===== config.mk =====
export PLATFORM = sky130hd
export DESIGN_NAME = data_mover_engine
export DESIGN_NICKNAME = d
export VERILOG_FILES = /design/src/rtl/data_mover_engine.sv
export SDC_FILE = /design/constraint.sdc
export NUM_CORES = 1
export LEC_CHECK = 0
export CAP_MARGIN = 20
export CORE_MARGIN = 8
export CORE_UTILIZATION = 40
export CTS_BUF_LIST = sky130_fd_sc_hd__clkbuf_4 sky130_fd_sc_hd__clkbuf_8
export DETAILED_ROUTE_END_ITERATION = 6
export PLACE_DENSITY_LB_ADDON = 0.08
export SLEW_MARGIN = 10
export SYNTH_ARGS = -nofsm -noshare
export SYNTH_HDL_FRONTEND = slang
export SYNTH_SLANG_ARGS = --single-unit

===== constraint.sdc =====
create_clock -name clk -period 3.4 [get_ports clk]
set_input_delay 0.68 -clock clk [delete_from_list [all_inputs] [get_ports clk]]
set_output_delay 0.68 -clock clk [all_outputs]
set_load 0.005 [all_outputs]

===== src/rtl/data_mover_engine.sv =====
// Avalon-MM memory-to-memory copy engine: CSR slave, pipelined read master,
// credit-limited data FIFO and write master, with DONE status and level interrupt.
module data_mover_engine #(
  parameter int DATA_W     = 32,
  parameter int ADDR_W     = 32,
  parameter int LEN_W      = 24,
  parameter int FIFO_DEPTH = 16
) (
  input  logic              clk,
  input  logic              reset_n,
  input  logic [1:0]        csr_address,
  input  logic              csr_read,
  input  logic              csr_write,
  input  logic [31:0]       csr_writedata,
  output logic [31:0]       csr_readdata,
  output logic [ADDR_W-1:0] rd_address,
  output logic              rd_read,
  input  logic              rd_waitrequest,
  input  logic [DATA_W-1:0] rd_readdata,
  input  logic              rd_readdatavalid,
  output logic [ADDR_W-1:0] wr_address,
  output logic              wr_write,
  output logic [DATA_W-1:0] wr_writedata,
  input  logic              wr_waitrequest,
  output logic              irq
);

  localparam int PTR_W  = $clog2(FIFO_DEPTH);
  localparam int CNT_W  = PTR_W + 1;
  localparam int WCNT_W = LEN_W - 2;
  localparam logic [ADDR_W-1:0] WORD_BYTES = ADDR_W'(4);
  localparam logic [CNT_W:0]    DEPTH_C    = (CNT_W + 1)'(FIFO_DEPTH);

  typedef enum logic [0:0] {
    ST_IDLE = 1'b0,
    ST_RUN  = 1'b1
  } state_t;

  state_t              state_r, state_nxt_s;
  logic [ADDR_W-1:0]   src_r, src_nxt_s, dst_r, dst_nxt_s;
  logic [LEN_W-1:0]    len_r, len_nxt_s;
  logic                irq_en_r, irq_en_nxt_s, done_r, done_nxt_s;
  logic [ADDR_W-1:0]   rd_ptr_r, rd_ptr_nxt_s, wr_ptr_r, wr_ptr_nxt_s;
  logic [WCNT_W-1:0]   rd_rem_r, rd_rem_nxt_s, wr_rem_r, wr_rem_nxt_s;
  logic [CNT_W-1:0]    outst_r, outst_nxt_s, count_r, count_nxt_s, remain_s;
  logic [PTR_W-1:0]    head_r, head_nxt_s, tail_r, tail_nxt_s;
  logic [DATA_W-1:0]   mem_r [FIFO_DEPTH];
  logic [DATA_W-1:0]   wr_data_r, wr_data_nxt_s;
  logic                rd_read_r, rd_read_nxt_s, wr_write_r, wr_write_nxt_s;
  logic                irq_r, irq_nxt_s;
  logic [31:0]         csr_rdata_r, csr_rdata_nxt_s;
  logic [CNT_W:0]      credit_s;
  logic [WCNT_W-1:0]   word_cnt_s;
  logic                ctrl_wr_s, go_s, rd_acc_s, wr_acc_s, push_s, last_wr_s;

  assign word_cnt_s = len_r[LEN_W-1:2];
  assign ctrl_wr_s  = csr_write && (csr_address == 2'd3);
  assign go_s       = ctrl_wr_s && csr_writedata[0];
  assign rd_acc_s   = rd_read_r && !rd_waitrequest;
  assign wr_acc_s   = wr_write_r && !wr_waitrequest;
  // Responses are only accepted while reads are outstanding, so stale ones after reset are dropped.
  assign push_s     = rd_readdatavalid && (outst_r != {CNT_W{1'b0}});
  assign last_wr_s  = wr_acc_s && (wr_rem_r == WCNT_W'(1));

  // Control path: CSR registers, transfer FSM, pointers and remaining counts.
  always_comb begin
    state_nxt_s  = state_r;
    src_nxt_s    = src_r;
    dst_nxt_s    = dst_r;
    len_nxt_s    = len_r;
    irq_en_nxt_s = irq_en_r;
    done_nxt_s   = done_r;
    rd_ptr_nxt_s = rd_ptr_r;
    wr_ptr_nxt_s = wr_ptr_r;
    rd_rem_nxt_s = rd_rem_r;
    wr_rem_nxt_s = wr_rem_r;

    if (csr_write && (state_r == ST_IDLE)) begin
      case (csr_address)
        2'd0:    src_nxt_s = {csr_writedata[ADDR_W-1:2], 2'b00};
        2'd1:    dst_nxt_s = {csr_writedata[ADDR_W-1:2], 2'b00};
        2'd2:    len_nxt_s = csr_writedata[LEN_W-1:0];
        default: len_nxt_s = len_r;
      endcase
    end else begin
      len_nxt_s = len_r;
    end

    if (ctrl_wr_s) begin
      irq_en_nxt_s = csr_writedata[1];
    end else begin
      irq_en_nxt_s = irq_en_r;
    end
    if (ctrl_wr_s && csr_writedata[2]) begin
      done_nxt_s = 1'b0;
    end else begin
      done_nxt_s = done_r;
    end

    case (state_r)
      ST_IDLE: begin
        if (go_s) begin
          if (word_cnt_s != {WCNT_W{1'b0}}) begin
            state_nxt_s  = ST_RUN;
            rd_ptr_nxt_s = src_r;
            wr_ptr_nxt_s = dst_r;
            rd_rem_nxt_s = word_cnt_s;
            wr_rem_nxt_s = word_cnt_s;
            done_nxt_s   = 1'b0;
          end else begin
            done_nxt_s   = 1'b1;
          end
        end else begin
          state_nxt_s = ST_IDLE;
        end
      end
      ST_RUN: begin
        if (rd_acc_s) begin
          rd_ptr_nxt_s = rd_ptr_r + WORD_BYTES;
          rd_rem_nxt_s = rd_rem_r - WCNT_W'(1);
        end else begin
          rd_ptr_nxt_s = rd_ptr_r;
        end
        if (wr_acc_s) begin
          wr_ptr_nxt_s = wr_ptr_r + WORD_BYTES;
          wr_rem_nxt_s = wr_rem_r - WCNT_W'(1);
        end else begin
          wr_ptr_nxt_s = wr_ptr_r;
        end
        if (last_wr_s) begin
          state_nxt_s = ST_IDLE;
          done_nxt_s  = 1'b1;
        end else begin
          state_nxt_s = ST_RUN;
        end
      end
      default: state_nxt_s = ST_IDLE;
    endcase
  end

  // Data path: FIFO occupancy, registered head word and look-ahead bus request strobes.
  always_comb begin
    outst_nxt_s = outst_r + CNT_W'(rd_acc_s) - CNT_W'(push_s);
    count_nxt_s = count_r + CNT_W'(push_s) - CNT_W'(wr_acc_s);
    head_nxt_s  = head_r + PTR_W'(wr_acc_s);
    tail_nxt_s  = tail_r + PTR_W'(push_s);
    remain_s    = count_r - CNT_W'(wr_acc_s);
    credit_s    = {1'b0, outst_nxt_s} + {1'b0, count_nxt_s};

    // When the only entry left is the one arriving now, bypass the memory.
    if (count_nxt_s == {CNT_W{1'b0}}) begin
      wr_data_nxt_s = wr_data_r;
    end else if (remain_s == {CNT_W{1'b0}}) begin
      wr_data_nxt_s = rd_readdata;
    end else begin
      wr_data_nxt_s = mem_r[head_nxt_s];
    end

    rd_read_nxt_s  = (state_nxt_s == ST_RUN) && (rd_rem_nxt_s != {WCNT_W{1'b0}}) &&
                     (credit_s < DEPTH_C);
    wr_write_nxt_s = (state_nxt_s == ST_RUN) && (count_nxt_s != {CNT_W{1'b0}});
    irq_nxt_s      = done_nxt_s && irq_en_nxt_s;

    if (csr_read) begin
      case (csr_address)
        2'd0:    csr_rdata_nxt_s = 32'(src_r);
        2'd1:    csr_rdata_nxt_s = 32'(dst_r);
        2'd2:    csr_rdata_nxt_s = 32'(len_r);
        default: csr_rdata_nxt_s = {29'd0, done_r, irq_en_r, (state_r == ST_RUN)};
      endcase
    end else begin
      csr_rdata_nxt_s = csr_rdata_r;
    end
  end

  // State and output registers.
  always_ff @(posedge clk or negedge reset_n) begin
    if (!reset_n) begin
      state_r     <= ST_IDLE;
      src_r       <= {ADDR_W{1'b0}};
      dst_r       <= {ADDR_W{1'b0}};
      len_r       <= {LEN_W{1'b0}};
      irq_en_r    <= 1'b0;
      done_r      <= 1'b0;
      rd_ptr_r    <= {ADDR_W{1'b0}};
      wr_ptr_r    <= {ADDR_W{1'b0}};
      rd_rem_r    <= {WCNT_W{1'b0}};
      wr_rem_r    <= {WCNT_W{1'b0}};
      outst_r     <= {CNT_W{1'b0}};
      count_r     <= {CNT_W{1'b0}};
      head_r      <= {PTR_W{1'b0}};
      tail_r      <= {PTR_W{1'b0}};
      wr_data_r   <= {DATA_W{1'b0}};
      rd_read_r   <= 1'b0;
      wr_write_r  <= 1'b0;
      irq_r       <= 1'b0;
      csr_rdata_r <= 32'd0;
    end else begin
      state_r     <= state_nxt_s;
      src_r       <= src_nxt_s;
      dst_r       <= dst_nxt_s;
      len_r       <= len_nxt_s;
      irq_en_r    <= irq_en_nxt_s;
      done_r      <= done_nxt_s;
      rd_ptr_r    <= rd_ptr_nxt_s;
      wr_ptr_r    <= wr_ptr_nxt_s;
      rd_rem_r    <= rd_rem_nxt_s;
      wr_rem_r    <= wr_rem_nxt_s;
      outst_r     <= outst_nxt_s;
      count_r     <= count_nxt_s;
      head_r      <= head_nxt_s;
      tail_r      <= tail_nxt_s;
      wr_data_r   <= wr_data_nxt_s;
      rd_read_r   <= rd_read_nxt_s;
      wr_write_r  <= wr_write_nxt_s;
      irq_r       <= irq_nxt_s;
      csr_rdata_r <= csr_rdata_nxt_s;
    end
  end

  // FIFO storage; contents are meaningless outside the head/tail window so no reset.
  always_ff @(posedge clk) begin
    if (push_s) begin
      mem_r[tail_r] <= rd_readdata;
    end
  end

  assign csr_readdata = csr_rdata_r;
  assign rd_address   = rd_ptr_r;
  assign rd_read      = rd_read_r;
  assign wr_address   = wr_ptr_r;
  assign wr_write     = wr_write_r;
  assign wr_writedata = wr_data_r;
  assign irq          = irq_r;

endmodule

* Word-level counts from Yosys, hierarchy flattened
Memories as Yosys holds them, arrays and structs flattened.
Cells that the tools add are included.
** Storage, ports and cells
- Register bits :: 280
- Bits in writable memories :: 512
- Bits of input ports :: 73
- Memories :: 1
** Memory list
- mem_r :: words 16, bits a word 32, rd ports 1, clocked after memory_dff 0, write ports 1, line 47 : logic [DATA_W-1:0] mem_r [FIFO_DEPTH];
** Operators by class
- $add $sub $neg :: 12
- $lt $le $gt $ge :: 1
- Equal/unequal tests :: 8
- Muxes and demuxes :: 30
- Bitwise logic cells :: 1
- Reduce and logical (&&, ||, !) cells :: 26
** Operators with widths (count)
- 2-to-1 mux 32 bit :: 7
- 2-to-1 mux 22 bit :: 6
- one-hot mux 32 bit (2 select lines) :: 2
- one-hot mux 32 bit (3 select lines) :: 1
- one-hot mux 22 bit (2 select lines) :: 2
- adder 32 x 3 -> 32 bit, second input constant :: 2
- nonzero test 22 bit :: 2
- subtractor 22 x 1 -> 22 bit, second input constant :: 2
- == test 22 x 1 -> 1 bit, second input constant :: 1
- subtractor 5 x 1 -> 5 bit :: 3
- logical AND 1 bit :: 12
- adder 5 x 1 -> 5 bit :: 2
- logical NOT 5 bit :: 2
- 2-to-1 mux 1 bit :: 10
- nonzero test 5 bit :: 2
- adder 4 x 1 -> 4 bit :: 2
- adder 5 x 5 -> 6 bit :: 1
- less-than comparator 6 x 5 -> 1 bit, second input constant :: 1
- inequality test 2 x 1 -> 1 bit, second input constant :: 3
- AND reduction 2 bit :: 3
- AND reduction 3 bit :: 2
- == test 2 bit, second input constant :: 2
- one-hot mux 1 bit (2 select lines) :: 2
- == test 2 x 1 -> 1 bit, second input constant :: 1
- other kinds (4) :: 5

* Logic depth before layout (Yosys ltp)
Gate-level depths: netlist (run 1).
- Depth after elaboration :: 8
- Mapped depth :: 17

* Worst setup path before layout (run 1)
OpenSTA, ideal clock, no wires.
- Kind :: input to register
- From :: input port wr_waitrequest
- To :: register wr_data_r[24], in the netlist wr_writedata[24]
- Library setup time :: 0.134 ns
- Arrival time :: 3.750 ns
- Data required time :: 3.266 ns
- Path slack :: -0.484 ns
- Cell stages on the path :: 10
- Path buffers :: 3
- Path through :: nand2b_1 -> clkbuf_1 -> inv_2 -> ha_1 -> clkbuf_1 -> buf_1 -> mux4_2 -> mux4_2 -> mux2i_1 -> o21ai_0
** Between the ends
- Word-level cells in the longest chain between the ends :: 5
** RTL lines
- from (decl) :: line 24 : input logic wr_waitrequest,
- logical NOT 1 bit :: line 60 : assign wr_acc_s = wr_write_r && !wr_waitrequest;
- logical AND 1 bit :: line 60
- adder 4 x 1 -> 4 bit :: line 145 : head_nxt_s = head_r + PTR_W'(wr_acc_s);
- via head_nxt_s[0] :: line 46 : logic [PTR_W-1:0] head_r, head_nxt_s, tail_r, tail_nxt_s;
- memory (16 x 32 bit)
- 2-to-1 mux 32 bit :: line 153 : end else if (remain_s == {CNT_W{1'b0}}) begin
- to (signal assigned) :: line 193 : wr_data_r <= {DATA_W{1'b0}};
- to (signal assigned) :: line 213 : wr_data_r <= wr_data_nxt_s;
- to (decl) :: line 48 : logic [DATA_W-1:0] wr_data_r, wr_data_nxt_s;
The timed path passes the listed nets, and every way through them passes these cells.
A chain may end at the register's enable or synchronous reset.

* Worst setup path after layout (run 1)
- From :: register outst_r[3]
- To :: register rd_read_r, in the netlist rd_read
** RTL lines
- from (decl) :: line 45 : logic [CNT_W-1:0] outst_r, outst_nxt_s, count_r, count_nxt_s, remain_s;
- from (signal assigned) :: line 189 : outst_r <= {CNT_W{1'b0}};
- from (signal assigned) :: line 209 : outst_r <= outst_nxt_s;
- parallel branches: the longest is 2 deep, another holds adder 5 x 1 -> 5 bit
- subtractor 5 x 1 -> 5 bit * :: line 143 : outst_nxt_s = outst_r + CNT_W'(rd_acc_s) - CNT_W'(push_s);
- via outst_nxt_s[4] :: line 45
- adder 5 x 5 -> 6 bit * :: line 148 : credit_s = {1'b0, outst_nxt_s} + {1'b0, count_nxt_s};
- less-than comparator 6 x 5 -> 1 bit * :: line 160 : (credit_s < DEPTH_C);
- logical AND 1 bit * :: line 159 : rd_read_nxt_s = (state_nxt_s == ST_RUN) && (rd_rem_nxt_s != {WCNT_W{1'b0}}) &&
- via rd_read_nxt_s :: line 49 : logic rd_read_r, rd_read_nxt_s, wr_write_r, wr_write_nxt_s;
- to (signal assigned) :: line 214 : rd_read_r <= rd_read_nxt_s;
- to (decl) :: line 49
Mark *: on every way through the listed nets, which the timed path passes.

==> flow_summary.json, run 1 <==
{
  "finalHoldViolations": 0,
  "globalRouteTotalUtil_pct": 20.6,
  "drt-initial-drc-count": 1556,
  "leakagePower_nw": 15.1,
  "synth_warnings": 0,
  "grt_pass1_wl_mm": 145,
  "initial_utilization_pct": 40.4,
  "vias_per_cell": 5.53,
  "htreeDepth": 4,
  "synth_cell_types": 69,
  "r2r_cells": 17,
  "netSwitchingPower_mw": 12.7,
  "routed_wl_mm": 99.6,
  "dp_hpwl_mm": 61.7,
  "crit_path_end_kind": "flip-flop",
  "cp-start-kind": "flip-flop",
  "clkSinkCount": 788,
  "clock_path_buffers": 3,
  "synth_enable_flop_cells": 512,
  "timing.fmax_mhz": 301,
  "power_density_nw_per_um2": 906,
  "yosysSeqAreaShare_pct": 66.0,
  "maxSlewViolCount": 0,
  "finalCriticalPeriod_ns": 3.32,
  "ios": 204,
  "dr.pass1.iters": 7,
  "arrival_ns": 4.00,
  "globalplace.congestion": 0.825,
  "period_share_pct": 97.6,
  "tritoncts": "done",
  "finalSetupTns_ns": 0,
  "path_clk_slew_ns": 0.06,
  "portBuffers": 199,
  "grt_max_degree": 119,
  "switching_share_pct": 33.3,
  "die_area_sq_um": 94000,
  "antenna_found_initial": 8,
  "clock_latency_ns": 0.78,
  "power_frac_seq_pct": 37.1,
  "crit_required_ns": 4.08,
  "grt_pass1_vias": 22300,
  "async_flop_share_pct": 35.0,
  "syn_inst": 2208,
  "cts_buffers": 141,
  "relSlewSlack_pct": 44.9,
  "yosys_register_bits": 788,
  "min_path_cells": 3,
  "drv_cap": 0,
  "final_util_pct": 50.4,
  "crit_type": "reg -> reg",
  "rsz0062_at_grt": "true",
  "core_area_sq_um": 83600,
  "syn_to_final_growth_pct": 24.8,
  "final_nets": 2728,
  "ir_drop_v": 0.000415,
  "drive_gt1_share_pct": 27.2,
  "nFillCells": 7106,
  "syn-mean-instance-area_sq_um": 15.3,
  "via_count": 21100,
  "min_path_type": "in -> reg",
  "rows": 106,
  "ant_nets": 0,
  "p_int_mw": 25.4,
  "fp.dieH_um": 307,
  "drc": 0,
  "fp.dieW_um": 307,
  "cp_max_fo": 2,
  "worstMarginPinSlew_ns": 0.821,
  "cts_root_buf": "clkbuf_8",
  "setup_viol": 0,
  "clkPwrFrac_pct": 23.3,
  "skew_ns": 0.0357,
  "outcome": "finished, final reports clean",
  "grt-ovfl-total": 0,
  "power_mw": 38.2,
  "whs_ns": 0.338,
  "syn_area_sq_um": 33800,
  "p_comb_share_pct": 39.6,
  "wl_per_cell_um": 26.1,
  "synthFlopType": "edfxtp_1"
}
[stage by stage]
step	cells	cell area, sq um	setup slack, ns
after floorplan	2211	33800	0.00184
after global placement	3538	38800	-0.600
after detailed placement	3538	38800	-0.564
after CTS	3806	41900	-0.120
after global routing	3818	42100	-0.123
final	3819	42100	0.0804
[cell type report]
type	count	area, sq um	share of cell area [%]
clock buffer	213	2590	6.14
clock inverter	38	274	0.650
sequential	788	22300	52.9
inverter	52	196	0.466
antenna	5	12.5	0.0297
multi-input combinational	1246	11100	26.4
timing repair buffer	397	4280	10.2
tap	1080	1350	3.21
[routing by layer]
layer | GRT usage (%) | up-vias | wire [um]
li1 | - | 9374 | -
met3 | 3.70 | 171 | 4860
met2 | 35.4 | 590 | 50100
met4 | 7.79 | 6 | 3000
met1 | 26.0 | 11000 | 41600
met5 | 0 | - | 41
[cells in the mapped netlist (all sizes together) (2+ instances only)]
cell type / count / area [sq um]
mux2i: 92 / 921
o311ai: 2 / 17.5
inv: 51 / 191
a21oi: 108 / 541
nor3: 33 / 165
nand4: 18 / 113
o21ai: 72 / 360
xor2: 31 / 272
a221oi: 24 / 210
a221o: 4 / 40.0
and2: 7 / 43.8
a211oi: 8 / 60.1
xnor2: 57 / 499
and4: 3 / 26.3
o22ai: 17 / 106
mux2: 87 / 980
clkbuf: 97 / 365
o31a: 5 / 43.8
o21a: 3 / 22.5
nor4b: 2 / 17.5
nand2b: 8 / 50.1
a2bb2oi: 2 / 17.5
nor3b: 3 / 22.5
and3: 31 / 194
a22oi: 3 / 22.5
nor2: 125 / 469
o211ai: 6 / 45.0
fa: 2 / 40.0
buf: 28 / 128
nand3: 42 / 210
ha: 27 / 338
nor4: 26 / 163
nand3b: 7 / 52.6
dfrtp: 276 / 6910
edfxtp: 512 / 15400
or4: 12 / 93.8
or2: 4 / 25.0
or3: 16 / 105
o31ai: 3 / 22.5
nand2: 160 / 601
a31oi: 11 / 75.1
a21o: 3 / 22.5
mux4: 161 / 3630
nor2b: 3 / 18.8
[sequential cells by signal, indices dropped and copies added, names as in the netlist]
| signal | count |
|---|---|
| len_r | 24 |
| wr_write | 1 |
| wr_rem_r | 22 |
| irq | 1 |
| rd_read | 1 |
| dst_r | 30 |
| done_r | 1 |
| wr_address | 30 |
| src_r | 30 |
| state_r | 1 |
| count_r | 5 |
| rd_address | 30 |
| wr_writedata | 32 |
| tail_r | 4 |
| mem_r | 512 |
| outst_r | 5 |
| head_r | 4 |
| csr_readdata | 32 |
| rd_rem_r | 22 |
| irq_en_r | 1 |
[layout by cell type, fill, tap and decap left out, drive strengths merged, types with 11 or more instances in the layout]
cell / netlist / final
edfxtp: 512 / 512
dfrtp: 276 / 276
clkbuf: 97 / 217
clkdlybuf4s50: 0 / 196
buf: 28 / 196
mux4: 161 / 161
nand2: 160 / 160
nor2: 125 / 125
a21oi: 108 / 108
mux2i: 92 / 92
mux2: 87 / 87
o21ai: 72 / 72
xnor2: 57 / 57
inv: 51 / 57
nand3: 42 / 42
nor3: 33 / 33
and3: 31 / 31
xor2: 31 / 31
clkinv: 1 / 30
ha: 27 / 27
nor4: 26 / 26
a221oi: 24 / 24
nand4: 18 / 18
o22ai: 17 / 17
or3: 16 / 16
or4: 12 / 12
a31oi: 11 / 11
[power by group through the flow]
stage | registers, mW | clock network, mW | logic, mW
floorplan | 13.7 | 0 | 8.41
global placement | 14.3 | 0 | 14.7
detailed placement | 14.3 | 0 | 14.8
CTS | 14.2 | 9.15 | 15.1
global route | 14.4 | 9.54 | 16.4
finish | 14.2 | 8.88 | 15.1
[timing repair]
| item | CTS | global route |
|---|---|---|
| endpoints found under the hold margin | 62 | 0 |
| cloned | 1 | 6 |
| setup endpoints to repair | 19 | 291 |
| pin swaps | 4 | 16 |
| hold buffers | 1 | 0 |
| setup buffers | 15 | 4 |
| gates resized for setup | 8 | 22 |
[kinds of logic (layout without fill, tap and decap cells)]
logic type / Yosys count / after routing / synth area share [%]
AO/OA/AOI/OAI: 282 / 282 / 5.06
XOR/XNOR: 88 / 88 / 2.28
adder cells (fa/ha/maj): 29 / 29 / 1.12
buffers and inverters: 177 / 700 / 2.04
flip-flops: 788 / 788 / 66.0
multiplexers: 340 / 340 / 16.4
other: 1 / 9 / 0.0111
AND/OR/NAND/NOR: 503 / 503 / 7.12
[critical path, stage by stage (launching register included)]
cell and delay [ns]:
dfrtp_1 0.39, inv_2 0.09, ha_4 0.13, inv_2 0.04, o41ai_4 0.26, inv_2 0.10
ha_4 0.28, inv_2 0.04, ha_4 0.16, fa_2 0.34, a21oi_2 0.12, nor2_1 0.05
nor2_1 0.12, xnor2_1 0.15, ha_1 0.26, or3_1 0.30, a221o_1 0.28, a31oi_1 0.14
[final timing paths]
path	startpoint	end	slack (ns)
max in group asynchronous	reset_n	dst_r[20]	2.04
max	outst_r[3]	rd_read	0.08
min in group asynchronous	reset_n	rd_rem_r[8]	0.48
max reg2reg	outst_r[3]	rd_read	0.08
min	csr_address[0]	csr_readdata[1]	0.34
min reg2reg	wr_writedata[2]	wr_writedata[2]	0.48
(Power assumes the default switching activity.)
==> run 2: changes to the inputs <==
SLEW_MARGIN = 20   (was 10)
==> results of run 2 <==
Final layout, timing and power as in run 1 (identical DEF).
==> run 3: changes to the inputs <==
SLEW_MARGIN = 30   (was 20)
==> results of run 3 <==
Final layout, timing and power as in run 1 (identical DEF).
